[src/rtl/bus_pkg.sv]
// Shared definitions for the serial bus master/slave ports.
// It holds the state encoding, the default widths and the bit order used on the wire.
package bus_pkg;
    localparam int ADDR_W_DEF = 12;
    localparam int DATA_W_DEF = 8;
    localparam int CNT_W      = 4;
    localparam bit LSB_FIRST  = 1'b1;

    typedef enum logic [2:0] {
        IDLE,
        WAIT_READY,
        SEND,
        WAIT_RESP,
        RECV,
        DONE
    } state_t;
endpackage

[src/rtl/master_port_if.sv]
// Serial bus signals between an initiator port and the slave/interconnect side.
interface master_port_if;
    logic read_en;
    logic write_en;
    logic master_valid;
    logic slave_ready;
    logic tx_address;
    logic tx_data;
    logic slave_valid;
    logic master_ready;
    logic rx_data;
    logic split_en;
    logic split_wait;

    modport master (
        output read_en, write_en, master_valid, tx_address, tx_data,
               master_ready, split_wait,
        input  slave_ready, slave_valid, rx_data, split_en
    );

    modport slave (
        input  read_en, write_en, master_valid, tx_address, tx_data,
               master_ready, split_wait,
        output slave_ready, slave_valid, rx_data, split_en
    );
endinterface

[src/rtl/master_in_port.sv]
// Serial-in/parallel-out receiver for read data, with its own bit counter.
// The final shift and the load into rdata happen on the same edge.
module master_in_port
    import bus_pkg::*;
#(
    parameter int DATA_W = DATA_W_DEF
) (
    input  logic              clk,
    input  logic              reset,
    input  logic              shift_en,
    input  logic              load_en,
    input  logic              rx_bit,
    output logic [DATA_W-1:0] rdata,
    output logic              last
);
    logic [DATA_W-1:0] sr;
    logic [DATA_W-1:0] sr_nxt;
    logic [CNT_W-1:0]  cnt;

    assign sr_nxt = LSB_FIRST ? {rx_bit, sr[DATA_W-1:1]} : {sr[DATA_W-2:0], rx_bit};
    assign last   = (cnt == CNT_W'(DATA_W - 1));

    always_ff @(posedge clk) begin
        if (shift_en) begin
            sr <= sr_nxt;
        end
    end

    always_ff @(posedge clk) begin
        if (reset) begin
            cnt   <= '0;
            rdata <= '0;
        end else begin
            cnt <= shift_en ? cnt + 1'b1 : '0;
            if (load_en) begin
                rdata <= sr_nxt;
            end
        end
    end
endmodule

[src/rtl/master_port.sv]
// Initiator-side serial bus port: takes one local read/write request, serialises
// address and write data onto the bus, and collects split/serial read responses.
module master_port
    import bus_pkg::*;
#(
    parameter int ADDR_W  = ADDR_W_DEF,
    parameter int DATA_W  = DATA_W_DEF,
    parameter int TIMEOUT = 255
) (
    input  logic              clk,
    input  logic              reset,
    input  logic              start_read,
    input  logic              start_write,
    input  logic [ADDR_W-1:0] addr_in,
    input  logic [DATA_W-1:0] wdata_in,
    output logic              busy,
    output logic              done,
    output logic              error,
    output logic [DATA_W-1:0] rdata,
    master_port_if.master     bus
);
    localparam int TW = $clog2(TIMEOUT + 1);

    state_t            state;
    state_t            state_nxt;
    logic              err_q;
    logic              err_nxt;
    logic              is_read;
    logic              split_q;
    logic [CNT_W-1:0]  send_cnt;
    logic [TW-1:0]     tmo_cnt;
    logic [ADDR_W-1:0] addr_sr;
    logic [DATA_W-1:0] data_sr;
    logic              accept;
    logic              send_last;
    logic              tmo_last;
    logic              rx_shift;
    logic              rx_load;
    logic              rx_last;

    assign accept    = (state == IDLE) && (start_read ^ start_write);
    assign send_last = (send_cnt == CNT_W'(ADDR_W - 1));
    assign tmo_last  = (tmo_cnt == TW'(TIMEOUT - 1));
    assign rx_shift  = ((state == WAIT_RESP) && bus.slave_valid) || (state == RECV);
    assign rx_load   = (state == RECV) && rx_last;

    always_ff @(posedge clk) begin
        if (reset) begin
            state   <= IDLE;
            err_q   <= 1'b0;
            is_read <= 1'b0;
            split_q <= 1'b0;
        end else begin
            state <= state_nxt;
            err_q <= err_nxt;
            if (accept) begin
                is_read <= start_read;
            end
            // Split flag lives only while we stay in WAIT_RESP.
            split_q <= (state == WAIT_RESP) && (state_nxt == WAIT_RESP) &&
                       (split_q || bus.split_en);
        end
    end

    always_comb begin
        state_nxt = state;
        err_nxt   = 1'b0;
        case (state)
            IDLE: begin
                if (start_read && start_write) begin
                    err_nxt = 1'b1;
                end else if (start_read || start_write) begin
                    state_nxt = WAIT_READY;
                end
            end
            WAIT_READY: begin
                if (bus.slave_ready) begin
                    state_nxt = SEND;
                end
            end
            SEND: begin
                if (send_last) begin
                    state_nxt = is_read ? WAIT_RESP : DONE;
                end
            end
            WAIT_RESP: begin
                if (bus.slave_valid) begin
                    state_nxt = RECV;
                end else if (tmo_last) begin
                    state_nxt = IDLE;
                    err_nxt   = 1'b1;
                end
            end
            RECV: begin
                if (rx_last) begin
                    state_nxt = DONE;
                end
            end
            DONE:    state_nxt = IDLE;
            default: state_nxt = IDLE;
        endcase
    end

    always_comb begin
        busy             = (state != IDLE);
        done             = (state == DONE);
        error            = err_q;
        bus.read_en      = is_read && ((state == WAIT_READY) || (state == SEND));
        bus.write_en     = !is_read && ((state == WAIT_READY) || (state == SEND));
        bus.master_valid = (state == SEND);
        bus.tx_address   = (state == SEND) &&
                           (LSB_FIRST ? addr_sr[0] : addr_sr[ADDR_W-1]);
        bus.tx_data      = (state == SEND) && !is_read &&
                           (LSB_FIRST ? data_sr[0] : data_sr[DATA_W-1]);
        bus.master_ready = (state == WAIT_RESP) || (state == RECV);
        bus.split_wait   = split_q;
    end

    always_ff @(posedge clk) begin
        if (reset) begin
            send_cnt <= '0;
            tmo_cnt  <= '0;
        end else begin
            send_cnt <= (state == SEND) ? send_cnt + 1'b1 : '0;
            tmo_cnt  <= (state == WAIT_RESP) ? tmo_cnt + 1'b1 : '0;
        end
    end

    // Write data shifts in zeros, so tx_data falls to 0 once DATA_W bits are out.
    always_ff @(posedge clk) begin
        if (accept) begin
            addr_sr <= addr_in;
            data_sr <= start_write ? wdata_in : '0;
        end else if (state == SEND) begin
            addr_sr <= LSB_FIRST ? (addr_sr >> 1) : (addr_sr << 1);
            data_sr <= LSB_FIRST ? (data_sr >> 1) : (data_sr << 1);
        end
    end

    master_in_port #(
        .DATA_W (DATA_W)
    ) u_rx (
        .clk      (clk),
        .reset    (reset),
        .shift_en (rx_shift),
        .load_en  (rx_load),
        .rx_bit   (bus.rx_data),
        .rdata    (rdata),
        .last     (rx_last)
    );
endmodule

[src/flat_wrapper.sv]
// flat-port wrapper written by rule: the top's interface ports become plain ports
module master_port_flat import bus_pkg::*;
#(
    parameter int ADDR_W  = ADDR_W_DEF,
    parameter int DATA_W  = DATA_W_DEF,
    parameter int TIMEOUT = 255
)
  (clk, reset, start_read, start_write, addr_in, wdata_in, busy, done, error, rdata, bus_read_en, bus_write_en, bus_master_valid, bus_tx_address, bus_tx_data, bus_master_ready, bus_split_wait, bus_slave_ready, bus_slave_valid, bus_rx_data, bus_split_en);
  master_port_if bus_i ();
  input  logic clk;
  input  logic reset;
  input  logic start_read;
  input  logic start_write;
  input  logic [ADDR_W-1:0] addr_in;
  input  logic [DATA_W-1:0] wdata_in;
  output logic busy;
  output logic done;
  output logic error;
  output logic [DATA_W-1:0] rdata;
  output wire logic [$bits(bus_i.read_en)-1:0] bus_read_en;
  output wire logic [$bits(bus_i.write_en)-1:0] bus_write_en;
  output wire logic [$bits(bus_i.master_valid)-1:0] bus_master_valid;
  output wire logic [$bits(bus_i.tx_address)-1:0] bus_tx_address;
  output wire logic [$bits(bus_i.tx_data)-1:0] bus_tx_data;
  output wire logic [$bits(bus_i.master_ready)-1:0] bus_master_ready;
  output wire logic [$bits(bus_i.split_wait)-1:0] bus_split_wait;
  input wire logic [$bits(bus_i.slave_ready)-1:0] bus_slave_ready;
  input wire logic [$bits(bus_i.slave_valid)-1:0] bus_slave_valid;
  input wire logic [$bits(bus_i.rx_data)-1:0] bus_rx_data;
  input wire logic [$bits(bus_i.split_en)-1:0] bus_split_en;
  assign bus_read_en = bus_i.read_en;
  assign bus_write_en = bus_i.write_en;
  assign bus_master_valid = bus_i.master_valid;
  assign bus_tx_address = bus_i.tx_address;
  assign bus_tx_data = bus_i.tx_data;
  assign bus_master_ready = bus_i.master_ready;
  assign bus_split_wait = bus_i.split_wait;
  assign bus_i.slave_ready = bus_slave_ready;
  assign bus_i.slave_valid = bus_slave_valid;
  assign bus_i.rx_data = bus_rx_data;
  assign bus_i.split_en = bus_split_en;
  master_port #(.ADDR_W(ADDR_W), .DATA_W(DATA_W), .TIMEOUT(TIMEOUT)) u_core (.clk(clk), .reset(reset), .start_read(start_read), .start_write(start_write), .addr_in(addr_in), .wdata_in(wdata_in), .busy(busy), .done(done), .error(error), .rdata(rdata), .bus(bus_i));
endmodule
[config.mk]
export PLATFORM = sky130hd
export DESIGN_NAME = master_port_flat
export DESIGN_NICKNAME = d
export VERILOG_FILES = /design/src/rtl/bus_pkg.sv /design/src/rtl/master_port_if.sv /design/src/rtl/master_in_port.sv /design/src/rtl/master_port.sv /design/src/flat_wrapper.sv
export SDC_FILE = /design/constraint.sdc
export NUM_CORES = 1
export LEC_CHECK = 0
export BUFFER_PORTS_ARGS = -buffer_cell sky130_fd_sc_hd__buf_2
export CELL_PAD_IN_SITES_DETAIL_PLACEMENT = 1
export CELL_PAD_IN_SITES_GLOBAL_PLACEMENT = 1
export CORE_MARGIN = 8
export CORE_UTILIZATION = 48
export CTS_BUF_LIST = sky130_fd_sc_hd__clkbuf_4 sky130_fd_sc_hd__clkbuf_8
export CTS_CLUSTER_SIZE = 16
export DETAILED_ROUTE_END_ITERATION = 7
export PLACE_DENSITY_LB_ADDON = 0.25
export SETUP_SLACK_MARGIN = 0.02
export SYNTH_ARGS = -nofsm -noshare
export SYNTH_HDL_FRONTEND = slang
export SYNTH_SLANG_ARGS = --single-unit
[constraint.sdc]
create_clock -name clk -period 4.2 [get_ports clk]
set_clock_uncertainty 0.1 [all_clocks]
set_input_delay 0.63 -clock clk [delete_from_list [all_inputs] [get_ports clk]]
set_output_delay 0.63 -clock clk [all_outputs]
set_load 0.03 [all_outputs]
==> results of run 1 <==
## registers in the layout, summed over array words and instances (netlist names)
signal,flops
u_core.u_rx.sr,7
u_core.data_sr,8
u_core.tmo_cnt,8
u_core.u_rx.rdata,8
u_core.error,1
u_core.addr_sr,12
u_core.state,3
u_core.bus.split_wait,1
u_core.is_read,1
u_core.send_cnt,4
u_core.u_rx.cnt,4
## per-layer routing
metal	track usage, %	vias up	wire length (um)
li1	-	899	-
met5	0	-	0
met2	26.6	37	2810
met4	10.2	0	121
met3	5.16	11	306
met1	17.8	867	2380
## through the flow
stage                     cell area, um^2  utilization [%]
after detailed placement             2730             54.1
after floorplan                      2470                -
after global routing                 2930             58.2
after CTS                            2930             58.2
after global placement               2730             54.1
final                                2930             58.2
## cells by family after synthesis
family | count (synthesis) | share of synthesized area, %
AND/OR/NAND/NOR | 82 | 18.1
flip-flops | 57 | 57.2
AO/OA/AOI/OAI | 40 | 8.92
buffers and inverters | 21 | 4.00
multiplexers | 12 | 5.88
XOR/XNOR | 8 | 2.84
adder cells (fa/ha/maj) | 6 | 3.04
## cell type report
cell class / instances / area [um^2]
clock buffer: 11 / 151
inverter: 8 / 30.0
multi-input combinational: 148 / 958
tap: 70 / 87.6
timing repair buffer: 47 / 240
fill: 562 / 2110
clock inverter: 5 / 53.8
sequential: 57 / 1410
## final timing paths
kind | startpoint | to | slack [ns] | depth (start not counted)
max | u_core.state[1]$_SDFF_PP0_ | bus_tx_data | 1.46 | 3
min | u_core.u_rx.sr[7]$_DFFE_PN_ | u_core.u_rx.sr[6]$_DFFE_PN_ | 0.35 | 0
max reg2reg | u_core.state[2]$_SDFF_PP0_ | u_core.addr_sr[3]$_DFFE_PP_ | 1.90 | 4
min reg2reg | u_core.u_rx.sr[7]$_DFFE_PN_ | u_core.u_rx.sr[6]$_DFFE_PN_ | 0.35 | 0
## cells in the final DEF, fill, tap and decap left out, drive strengths merged, types with 2 or more instances in the layout
cell      netlist  routed
nand2          20      20
nand3          15      15
clkinvlp        0       2
nor3            6       6
ha              6       6
or3             3       3
nor3b           3       3
a21oi          14      14
inv             8       8
xor2            4       4
dfxtp          30      30
and3b           2       2
or4b            2       2
buf             6      47
nor2b           2       2
nor2           14      14
nand3b          3       3
mux2           11      11
or3b            2       2
clkbuf          7      11
o21ai          21      21
clkinv          0       2
edfxtp         27      27
nor4bb          2       2
xnor2           4       4
## report_power, final
part	internal, W	switching, W	total [W]
logic	0.0000628	0.0000845	0.000147
clock network	0.000303	0.000218	0.000521
registers	0.000642	0.0000210	0.000663
total	0.00101	0.000323	0.00133
## worst max-delay path: stages, from the launching register on
cell                      delay [ns]
sky130_fd_sc_hd__dfxtp_1        0.59
sky130_fd_sc_hd__or4b_2         0.69
sky130_fd_sc_hd__nor2_1         0.17
sky130_fd_sc_hd__buf_2          0.23
==> parameters.txt, run 1 <==
Parameter                              Value

Synthesis
  Synth cell types ... 45
  Post-synthesis cell type with the largest combined area ... sky130_fd_sc_hd__edfxtp_1
  YS warnings ... 0
  Most used flip-flop cell after synthesis ... sky130_fd_sc_hd__dfxtp_1
  Area contributors post-synth ... sky130_fd_sc_hd__edfxtp_1 (33%), sky130_fd_sc_hd__dfxtp_1 (24%), sky130_fd_sc_hd__o21ai_0 (4.3%), sky130_fd_sc_hd__mux2_2 (3.6%), sky130_fd_sc_hd__ha_1 (3.0%)
  Number of synthesized register bits ... 57
  Sequential-to-total area share from yosys stat ... 57.2%
  Post-synth top cells ... sky130_fd_sc_hd__dfxtp_1 (30), sky130_fd_sc_hd__edfxtp_1 (27), sky130_fd_sc_hd__o21ai_0 (21), sky130_fd_sc_hd__nand2_1 (20), sky130_fd_sc_hd__nand3_1 (15)
  Syn nets ... 260
  Synthesized area per cell ... 10.9 um^2
  Post-Syn Instances ... approximately 230
  Post-synth top area share ... about a third
  Number of synthesized flops with an enable pin ... 27
  Share of flip-flops with an asynchronous set or reset after synthesis ... 0%
  Cell area after technology mapping ... 0.00247 mm^2
  Cell with the most instances after synthesis ... sky130_fd_sc_hd__dfxtp_1

Placed design
  Placed Cells ... between 300 and 400
  Buffers added on ports ... 45
  Final estimated routing congestion in global placement ... between 0.7 and 0.8
  Setup WS pre-CTS ... about 1.3 ns
  HPWL reported at the end of detailed placement ... 4.14 mm

Setup path
  Arrival time worst endpoint ... ~2 ns
  Critical-path maximum fanout ... 14
  Launching element type of the critical path ... flip-flop
  Data required time at the worst endpoint ... around 3.5 ns
  Crit. End Element ... output pin
  Worst Path Class, Setup ... flip-flop to output pin

Clocking
  CTS tree ... built
  Sink count of the clock tree ... 57
  Clock tree root driver cell ... sky130_fd_sc_hd__clkbuf_8
  TritonCTS buffer count ... 9
  Post-cts sizing count ... 0
  Clock transition time at the flip-flop clock pins of the worst setup and hold paths ... about 0.07 ns
  Clock latency reported for the late side of the worst-skew pair ... 0.34 ns
  # H-tree levels ... 3
  Count of hold buffers inserted by post-cts repair ... 0
  Longest Clk Path Bufs ... 2
  Number of buffers inserted by post-CTS setup repair ... 0

Finish
  Antenna cell count ... 0
  Post-synthesis to final-layout area growth ... 18.8%
  Net count reported at finish ... between 300 and 400
  Fraction of final layout cells sized beyond drive strength 1 ... 28.6%
  Final cell count without fillers ... roughly 350

Drt
  Overall routed net length ... ~5.6 mm
  Total via count in the routed design ... 1814
  Average vias per placed instance ... around 5.2
  Avg WL per Cell ... about 16 um
  Remaining antenna violation count ... 0
  Number of design rule violations left after detail routing ... 0
  Iteration-0 DRC Markers ... approximately 110
  Number of detailed-route iterations in the first pass ... 4

STA
  Final max-slew violation count ... 0
  Relative slew margins ... between 60 and 70%
  Number of endpoints with negative hold slack in the final report ... 0
  Setup repair after global routing missed its margin ... false
  Worst hold slack ... approximately 0.35 ns
  Final total negative setup slack ... 0 ns
  Final number of setup-violating endpoints ... 0
  Max Freq ... ~370 MHz
  Pin slew with the least headroom to its limit ... about 0.52 ns
  Minimum clock period ... approximately 2.7 ns
  Final Cycle Share ... 65.2%
  Least setup slack across all paths after layout ... between 1 and 1.5 ns

Die
  Placeable core area ... 0.00504 mm^2
  Initial Utilization ... between 40% and 50%
  Num rows ... 26
  Die Ht ... between 80 and 90 um
  Die span in x ... about 90 um
  Area enclosed by the die boundary ... ~0.0077 mm^2
  IO Count ... 46

Run
  Count of maximum capacitance violations ... 0

Hold path
  Hold/Removal Path Class ... flip-flop to flip-flop

Global route
  Number of antenna violations at the first check in global routing ... 0
  Global routing usage summed across all routing layers ... 16.2%
  Via count of the first global-routing pass ... 1906
  Largest net degree at the start of global routing ... 29
  GRT overflow ... 0
  First-pass GRT wire length ... 9.29 mm

Pwr
  Static leakage power ... 1.16 nW
  Power density of the placed cells ... 454 mW/mm^2
  Total power after layout ... between 0.001 and 0.0015 W
  Worst VDD drop ... between 0.0002 and 0.0003 V

Run status
  Result of the run ... finished, final reports clean
(Power assumes the default switching activity.)
==> run 2, diff against run 1 <==
--- a/config.mk
+++ b/config.mk
@@ -9,7 +9,7 @@
 export CELL_PAD_IN_SITES_DETAIL_PLACEMENT = 1
 export CELL_PAD_IN_SITES_GLOBAL_PLACEMENT = 1
 export CORE_MARGIN = 8
-export CORE_UTILIZATION = 48
+export CORE_UTILIZATION = 45
 export CTS_BUF_LIST = sky130_fd_sc_hd__clkbuf_4 sky130_fd_sc_hd__clkbuf_8
 export CTS_CLUSTER_SIZE = 16
 export DETAILED_ROUTE_END_ITERATION = 7
==> constraint.sdc (replaced) <==
create_clock -name clk -period 2.72 [get_ports clk]
set_clock_uncertainty 0.1 [all_clocks]
set_input_delay 0.408 -clock clk [delete_from_list [all_inputs] [get_ports clk]]
set_output_delay 0.408 -clock clk [all_outputs]
set_load 0.03 [all_outputs]
==> run 2 against run 1 <==
  * Sequential cell count unchanged
  * Via count increased by 0.83%
  * Wire length fell by 1.4%
  * Worst setup slack worse by 1.1 ns
  * Core utilization decreased by 4.0 points
  * Hold slack lost 0.18 ns
  * Final cell count up 0.58%
  * Global-route usage fell by 1.7 points
  * Largest cell class unchanged
==> parameters.txt, run 2 (synthesis gave the netlist of run 1 again) <==
Parameter                              Value

Drt
  Average vias per placed instance ... 5.26 (+0.25%)
  Met1 Wirelength ... 2.37 mm (-0.21%)
  Remaining antenna violation count ... 0 (unchanged)
  Overall routed net length ... 5.54 mm (-1.4%)
  Sum of met2 wire segment lengths after detailed routing ... 2.84 mm (+0.85%)
  Number of detailed-route iterations in the first pass ... 4 (unchanged)
  Top metal layer carrying routed signals ... met4
  Number of design rule violations left after detail routing ... 0 (unchanged)
  Iteration-0 DRC Markers ... 64 (-41%)
  Routed length on met3 ... 220 um (-28%)
  Avg WL per Cell ... 15.9 um (-1.9%)
  Total via count in the routed design ... 1829 (+0.83%)

Placed design
  Final estimated routing congestion in global placement ... 0.693 (-5.4%)
  HPWL reported at the end of detailed placement ... 4.05 mm (-2.3%)
  Buffers added on ports ... 45 (unchanged)
  Setup WS pre-CTS ... 0.358 ns (-0.923 ns)

STA
  Number of endpoints with negative hold slack in the final report ... 0 (unchanged)
  Final number of setup-violating endpoints ... 0 (unchanged)
  Pin slew with the least headroom to its limit ... 0.535 ns (+0.0197 ns)
  Final max-slew violation count ... 0 (unchanged)
  Minimum clock period ... between 2 and 2.5 ns
  Setup repair after global routing missed its margin ... false
  Least setup slack across all paths after layout ... 0.314 ns (-1.15 ns)
  Final total negative setup slack ... 0 ns (unchanged)
  Relative slew margins ... 64.2% (-1.3 points)
  Final Cycle Share ... 88.4%
  Max Freq ... just over 400 MHz

Finish
  Post-synthesis to final-layout area growth ... 18.6%
  Filler instances ... 624 (+11%)
  Fraction of final layout cells sized beyond drive strength 1 ... 28.6% (unchanged)
  Net count reported at finish ... 305 (unchanged)
  Max FFs per register ... 12 (unchanged)
  Antenna cell count ... 0 (unchanged)
  Top library cells by usage in the layout, fill and taps aside ... sky130_fd_sc_hd__buf_2 (45), sky130_fd_sc_hd__dfxtp_1 (30), sky130_fd_sc_hd__edfxtp_1 (27), sky130_fd_sc_hd__o21ai_0 (21), sky130_fd_sc_hd__nand2_1 (20)
  Most flop-heavy register ... u_core.addr_sr
  Most frequent standard cell in the layout excluding fill and tap cells ... sky130_fd_sc_hd__buf_2

Clocking
  # H-tree levels ... 3 (unchanged)
  Number of buffers inserted by post-CTS setup repair ... 0 (unchanged)
  Longest Clk Path Bufs ... 2 (unchanged)
  Post-cts sizing count ... 0 (unchanged)
  Sink count of the clock tree ... 57 (unchanged)
  TritonCTS buffer count ... 9 (unchanged)
  Clock transition time at the flip-flop clock pins of the worst setup and hold paths ... 0.06 ns (about the same)
  CTS tree ... built
  Clock latency reported for the late side of the worst-skew pair ... 0.33 ns (about the same)
  Clock tree root driver cell ... sky130_fd_sc_hd__clkbuf_8
  Count of hold buffers inserted by post-cts repair ... 0 (unchanged)

Die
  Num rows ... 27 (+3.8%)
  Area enclosed by the die boundary ... 0.00811 mm^2 (+5.4%)
  IO Count ... 46 (unchanged)
  Placeable core area ... 0.00541 mm^2 (+7.2%)
  Die Ht ... 90.1 um (+2.7%)
  Die span in x ... 90.1 um (+2.7%)
  Initial Utilization ... 45.7% (-3.3 points)

Setup path
  Sum of buffers and inverters on the critical path ... 2 (+1)
  Cell family contributing the most delay on the critical path ... simple AND/OR/NAND/NOR gates
  Worst Path Class, Setup ... flip-flop to output pin
  Critical Path Max Stage Delay ... 0.59 ns (-0.10 ns)
  Crit. End Element ... output pin
  Data required time at the worst endpoint ... 2.21 ns (-1.26 ns)
  Critical-path maximum fanout ... 14 (unchanged)
  Launching element type of the critical path ... flip-flop
  Arrival time worst endpoint ... 1.90 ns (-0.11 ns)
  Series of cell instances along the critical path ... or3b_1 -> inv_2 -> and2_1 -> buf_2
  CP max stage cell ... sky130_fd_sc_hd__dfxtp_1

Global route
  Global routing usage summed across all routing layers ... 14.5% (-1.7 points)
  Number of antenna violations at the first check in global routing ... 0 (unchanged)
  Largest net degree at the start of global routing ... 28 (-3.4%)
  First-pass GRT wire length ... 9.35 mm (+0.59%)
  GRT overflow ... 0 (unchanged)
  Via count of the first global-routing pass ... 1950 (+2.3%)

Pwr
  Part of the total power dissipated in the clock network ... 38.6% (-0.5 points)
  Switching share of total power ... 23.6% (-0.75 points)
  Power density of the placed cells ... 693 mW/mm^2 (+53%)
  Internal power ... 0.00155 W (+54%)
  Static leakage power ... 1.17 nW (+0.49%)
  Power share of the sequential group ... 50.4% (+0.6 points)
  Switching power total ... 0.000478 W (+48%)
  Comb power frac ... 11.0% (about the same)
  Worst VDD drop ... 0.000332 V (+11%)

Run status
  Result of the run ... finished, final reports clean

Hold path
  Hold/Removal Path Class ... input pin to flip-flop

Run
  Count of maximum capacitance violations ... 0 (unchanged)
run 2: cell count changes in the layout (fill, tap and decap cells not counted), sizes merged:
cell	before	now
clkinvlp	2	0
clkinv	2	3
clkbuf	11	12
run 2: path summary, 6_finish.rpt:
path,end,cells past startpoint,startpoint,slack (ns)
max,bus_tx_address,4,u_core.state[1]$_SDFF_PP0_,0.31
min,u_core.u_rx.sr[7]$_DFFE_PN_,1,bus_rx_data,0.17
max reg2reg,u_core.addr_sr[9]$_DFFE_PP_,3,u_core.state[2]$_SDFF_PP0_,0.76
min reg2reg,u_core.u_rx.sr[6]$_DFFE_PN_,0,u_core.u_rx.sr[7]$_DFFE_PN_,0.36
run 2: area by class of cell:
cell class | count | area, um^2 | share of cell area [%]
clock buffer | 12 | 153 | 5.22
inverter | 8 | 30.0 | 1.03
clock inverter | 4 | 43.8 | 1.50
sequential | 57 | 1410 | 48.2
multi-input combinational | 148 | 958 | 32.7
timing repair buffer | 47 | 240 | 8.21
tap | 72 | 90.1 | 3.08
run 2: stage by stage:
stage                     utilization [%]  area [um^2]  std cells  hold WS [ns]  power, W
after floorplan                         -         2470        226         0.318   0.00120
after global placement               50.5         2730        332         0.333   0.00126
after detailed placement             50.5         2730        332         0.340   0.00127
after CTS                            54.1         2930        348         0.149   0.00206
after global routing                 54.1         2930        348         0.150   0.00212
final                                54.1         2930        348         0.169   0.00203
run 2: layer usage:
layer,global-route usage (%),vias to the layer above
li1,-,897
met1,15.4,888
met2,25.2,34
met3,4.57,10
met4,7.49,0
met5,0,-
run 2: power groups by stage:
stage          clock network (W)  logic, W  registers [W]
3_3_place_gp                   0  0.000219        0.00104
6_report                0.000783  0.000223        0.00102
3_5_place_dp                   0  0.000229        0.00104
4_1_cts                 0.000809  0.000229        0.00102
2_1_floorplan                  0  0.000176        0.00102
5_1_grt                 0.000849  0.000248        0.00103
==> run 3, diff against run 2 <==
--- a/config.mk
+++ b/config.mk
@@ -6,6 +6,7 @@
 export NUM_CORES = 1
 export LEC_CHECK = 0
 export BUFFER_PORTS_ARGS = -buffer_cell sky130_fd_sc_hd__buf_2
+export CAP_MARGIN = 0
 export CELL_PAD_IN_SITES_DETAIL_PLACEMENT = 1
 export CELL_PAD_IN_SITES_GLOBAL_PLACEMENT = 1
 export CORE_MARGIN = 8
@@ -14,7 +15,7 @@
 export CTS_CLUSTER_SIZE = 16
 export DETAILED_ROUTE_END_ITERATION = 7
 export PLACE_DENSITY_LB_ADDON = 0.25
-export SETUP_SLACK_MARGIN = 0.02
+export SETUP_SLACK_MARGIN = 0.4
 export SYNTH_ARGS = -nofsm -noshare
 export SYNTH_HDL_FRONTEND = slang
 export SYNTH_SLANG_ARGS = --single-unit
==> constraint.sdc (replaced) <==
create_clock -name clk -period 2.5 [get_ports clk]
set_clock_uncertainty 0.1 [all_clocks]
set_input_delay 0.375 -clock clk [delete_from_list [all_inputs] [get_ports clk]]
set_output_delay 0.375 -clock clk [all_outputs]
set_load 0.03 [all_outputs]
==> run 3 against run 2 <==
  * Via count fell by 1.3%
  * Non-clock buffer count is 2 higher
  * Sequential power up 8%
  * Clock-buffer cell count increased by 1
  * Combinational power up 20%
  * Critical path type unchanged
  * Critical endpoint unchanged
  * Largest power group unchanged
==> parameters.txt, run 3 (synthesis gave the netlist of run 1 again) <==
Parameter                              Value

Setup path
  Series of cell instances along the critical path ... or3b_4 -> inv_2 -> and2_1 -> buf_2
  Worst reg2reg path depth ... 3 (unchanged)
  Crit. End Element ... output pin
  Cell family contributing the most delay on the critical path ... simple AND/OR/NAND/NOR gates
  Crit Reg-Reg Startpoint ... u_core.state[0]$_SDFF_PP0_
  CP max stage cell ... sky130_fd_sc_hd__or3b_4
  Sum of buffers and inverters on the critical path ... 2 (unchanged)
  Launching instance or port of the critical path ... u_core.state[2]$_SDFF_PP0_
  Worst Path Class, Setup ... flip-flop to output pin
  Arrival time worst endpoint ... 1.56 ns (-0.34 ns)
  Endpoint of the lowest-slack register-to-register path ... u_core.addr_sr[2]$_DFFE_PP_
  Launching element type of the critical path ... flip-flop
  Total number of cells along the worst setup path ... 4 (unchanged)
  Critical-path maximum fanout ... 7 (-7)
  Critical Path Max Stage Delay ... 0.48 ns (-0.11 ns)
  Data required time at the worst endpoint ... 2.03 ns (-0.18 ns)
  Register-to-register setup slack ... 0.54 ns (-0.22 ns)

Placed design
  Buffers added on ports ... 45 (unchanged)
  DP Area ... 0.00277 mm^2 (+1.6%)
  HPWL reported at the end of detailed placement ... 3.90 mm (-3.7%)
  Final estimated routing congestion in global placement ... 0.669 (-3.4%)

Die
  Initial Utilization ... 45.7% (unchanged)
  Die Ht ... 90.1 um (unchanged)
  Placeable core area ... 0.00541 mm^2 (unchanged)
  Num rows ... 27 (unchanged)
  IO Count ... 46 (unchanged)
  Area enclosed by the die boundary ... 0.00811 mm^2 (unchanged)
  Die span in x ... 90.1 um (unchanged)

Finish
  Max FFs per register ... 12 (unchanged)
  Summed area of non-filler cells in the final layout ... 0.00299 mm^2 (+2.3%)
  Antenna cell count ... 0 (unchanged)
  Top library cells by usage in the layout, fill and taps aside ... sky130_fd_sc_hd__buf_2 (44), sky130_fd_sc_hd__dfxtp_1 (29), sky130_fd_sc_hd__edfxtp_1 (27), sky130_fd_sc_hd__o21ai_0 (21), sky130_fd_sc_hd__nand2_1 (19)
  Post-synthesis to final-layout area growth ... 21.2%
  Net count reported at finish ... 307 (+0.66%)
  Most frequent standard cell in the layout excluding fill and tap cells ... sky130_fd_sc_hd__buf_2
  Most flop-heavy register ... u_core.addr_sr
  Core Util, Final ... 55.4% (+1.2 points)
  Fraction of final layout cells sized beyond drive strength 1 ... 31.7% (+3.0 points)

Clocking
  Clock tree root driver cell ... sky130_fd_sc_hd__clkbuf_8
  Clock latency reported for the late side of the worst-skew pair ... 0.33 ns (about the same)
  Sink count of the clock tree ... 57 (unchanged)
  Clock transition time at the flip-flop clock pins of the worst setup and hold paths ... 0.06 ns (about the same)
  # H-tree levels ... 3 (unchanged)
  Longest Clk Path Bufs ... 2 (unchanged)
  CTS tree ... built
  TritonCTS buffer count ... 9 (unchanged)

STA
  Minimum clock period ... 2.03 ns
  Number of endpoints with negative hold slack in the final report ... 0 (unchanged)
  Relative slew margins ... 63.6% (-0.60 points)
  Final Cycle Share ... 81.3%
  Final max-slew violation count ... 0 (unchanged)
  Setup repair after global routing missed its margin ... true
  Pin slew with the least headroom to its limit ... 0.544 ns (+0.00894 ns)
  Final total negative setup slack ... 0 ns (unchanged)
  Final number of setup-violating endpoints ... 0 (unchanged)
  Max Freq ... 492 MHz

Global route
  Number of antenna violations at the first check in global routing ... 0 (unchanged)
  Via count of the first global-routing pass ... 1930 (-1.0%)
  Largest net degree at the start of global routing ... 29 (+3.6%)
  Global routing usage summed across all routing layers ... 13.8% (-0.70 points)
  First-pass GRT wire length ... 9.02 mm (-3.5%)
  GRT overflow ... 0 (unchanged)

Pwr
  Power density of the placed cells ... 744 mW/mm^2 (+7.4%)
  Worst VDD drop ... 0.000508 V (+53%)
  Total power after layout ... 0.00223 W (+9.8%)
  Static leakage power ... 1.19 nW (+2.0%)

Drt
  Iteration-0 DRC Markers ... 98 (+53%)
  Overall routed net length ... 5.41 mm (-2.4%)
  Number of detailed-route iterations in the first pass ... 4 (unchanged)
  Remaining antenna violation count ... 0 (unchanged)
  Total via count in the routed design ... 1805 (-1.3%)
  Average vias per placed instance ... 5.16 (-1.9%)
  Avg WL per Cell ... 15.5 um (-3.0%)
  Number of design rule violations left after detail routing ... 0 (unchanged)

Run status
  Result of the run ... finished, final reports clean

Hold path
  Min-delay src ... bus_rx_data
  Endpoint with the worst hold slack ... u_core.u_rx.sr[7]$_DFFE_PN_
  Worst hold path stage count ... 1 (unchanged)
  Hold/Removal Path Class ... input pin to flip-flop

Run
  Count of maximum capacitance violations ... 0 (unchanged)
-- run 3: where the power goes --
part,switching (W),internal (W),total (W)
clock network,0.000339,0.000518,0.000857
logic,0.000154,0.000114,0.000268
registers,0.0000247,0.00108,0.00110
total,0.000517,0.00171,0.00223
-- run 3: cell type report --
type | count | area, um^2
clock buffers | 13 | 160
well taps | 72 | 90.1
flip-flops and latches | 57 | 1410
inverters | 8 | 32.5
clock inverters | 3 | 40.0
multi-input cells | 148 | 1000
repair buffers | 49 | 258
fillers | 619 | 2410
-- run 3: routing by layer --
| layer | global-route usage [%] | vias to the layer above | share of wire (%) |
|---|---|---|---|
| li1 | - | 899 | - |
| met1 | 15.5 | 867 | 46 |
| met2 | 23.0 | 31 | 48 |
| met3 | 4.99 | 8 | 4.1 |
| met4 | 5.83 | 0 | 1.6 |
| met5 | 0 | - | 0 |
-- run 3: through the flow --
stage,hold WS [ns],cells,setup slack (ns)
2_1_floorplan,0.318,226,0.369
3_3_place_gp,0.331,333,0.263
3_5_place_dp,0.339,333,0.223
4_1_cts,0.130,349,0.287
5_1_grt,0.127,350,0.393
6_report,0.148,350,0.468
-- run 3: worst max path at each step --
stage / endpoint
floorplan: u_core.addr_sr[10]$_DFFE_PP_
finish: bus_tx_address
global route: bus_read_en
global placement: u_core.addr_sr[8]$_DFFE_PP_
detailed placement: u_core.addr_sr[8]$_DFFE_PP_
CTS: bus_tx_data
-- run 3: what timing repair did --
item,in CTS,in global routing
gates resized for setup,2,3
buffers inserted,0,1
pin swaps,0,1
hold buffers,0,0
endpoints found under the setup margin,4,4
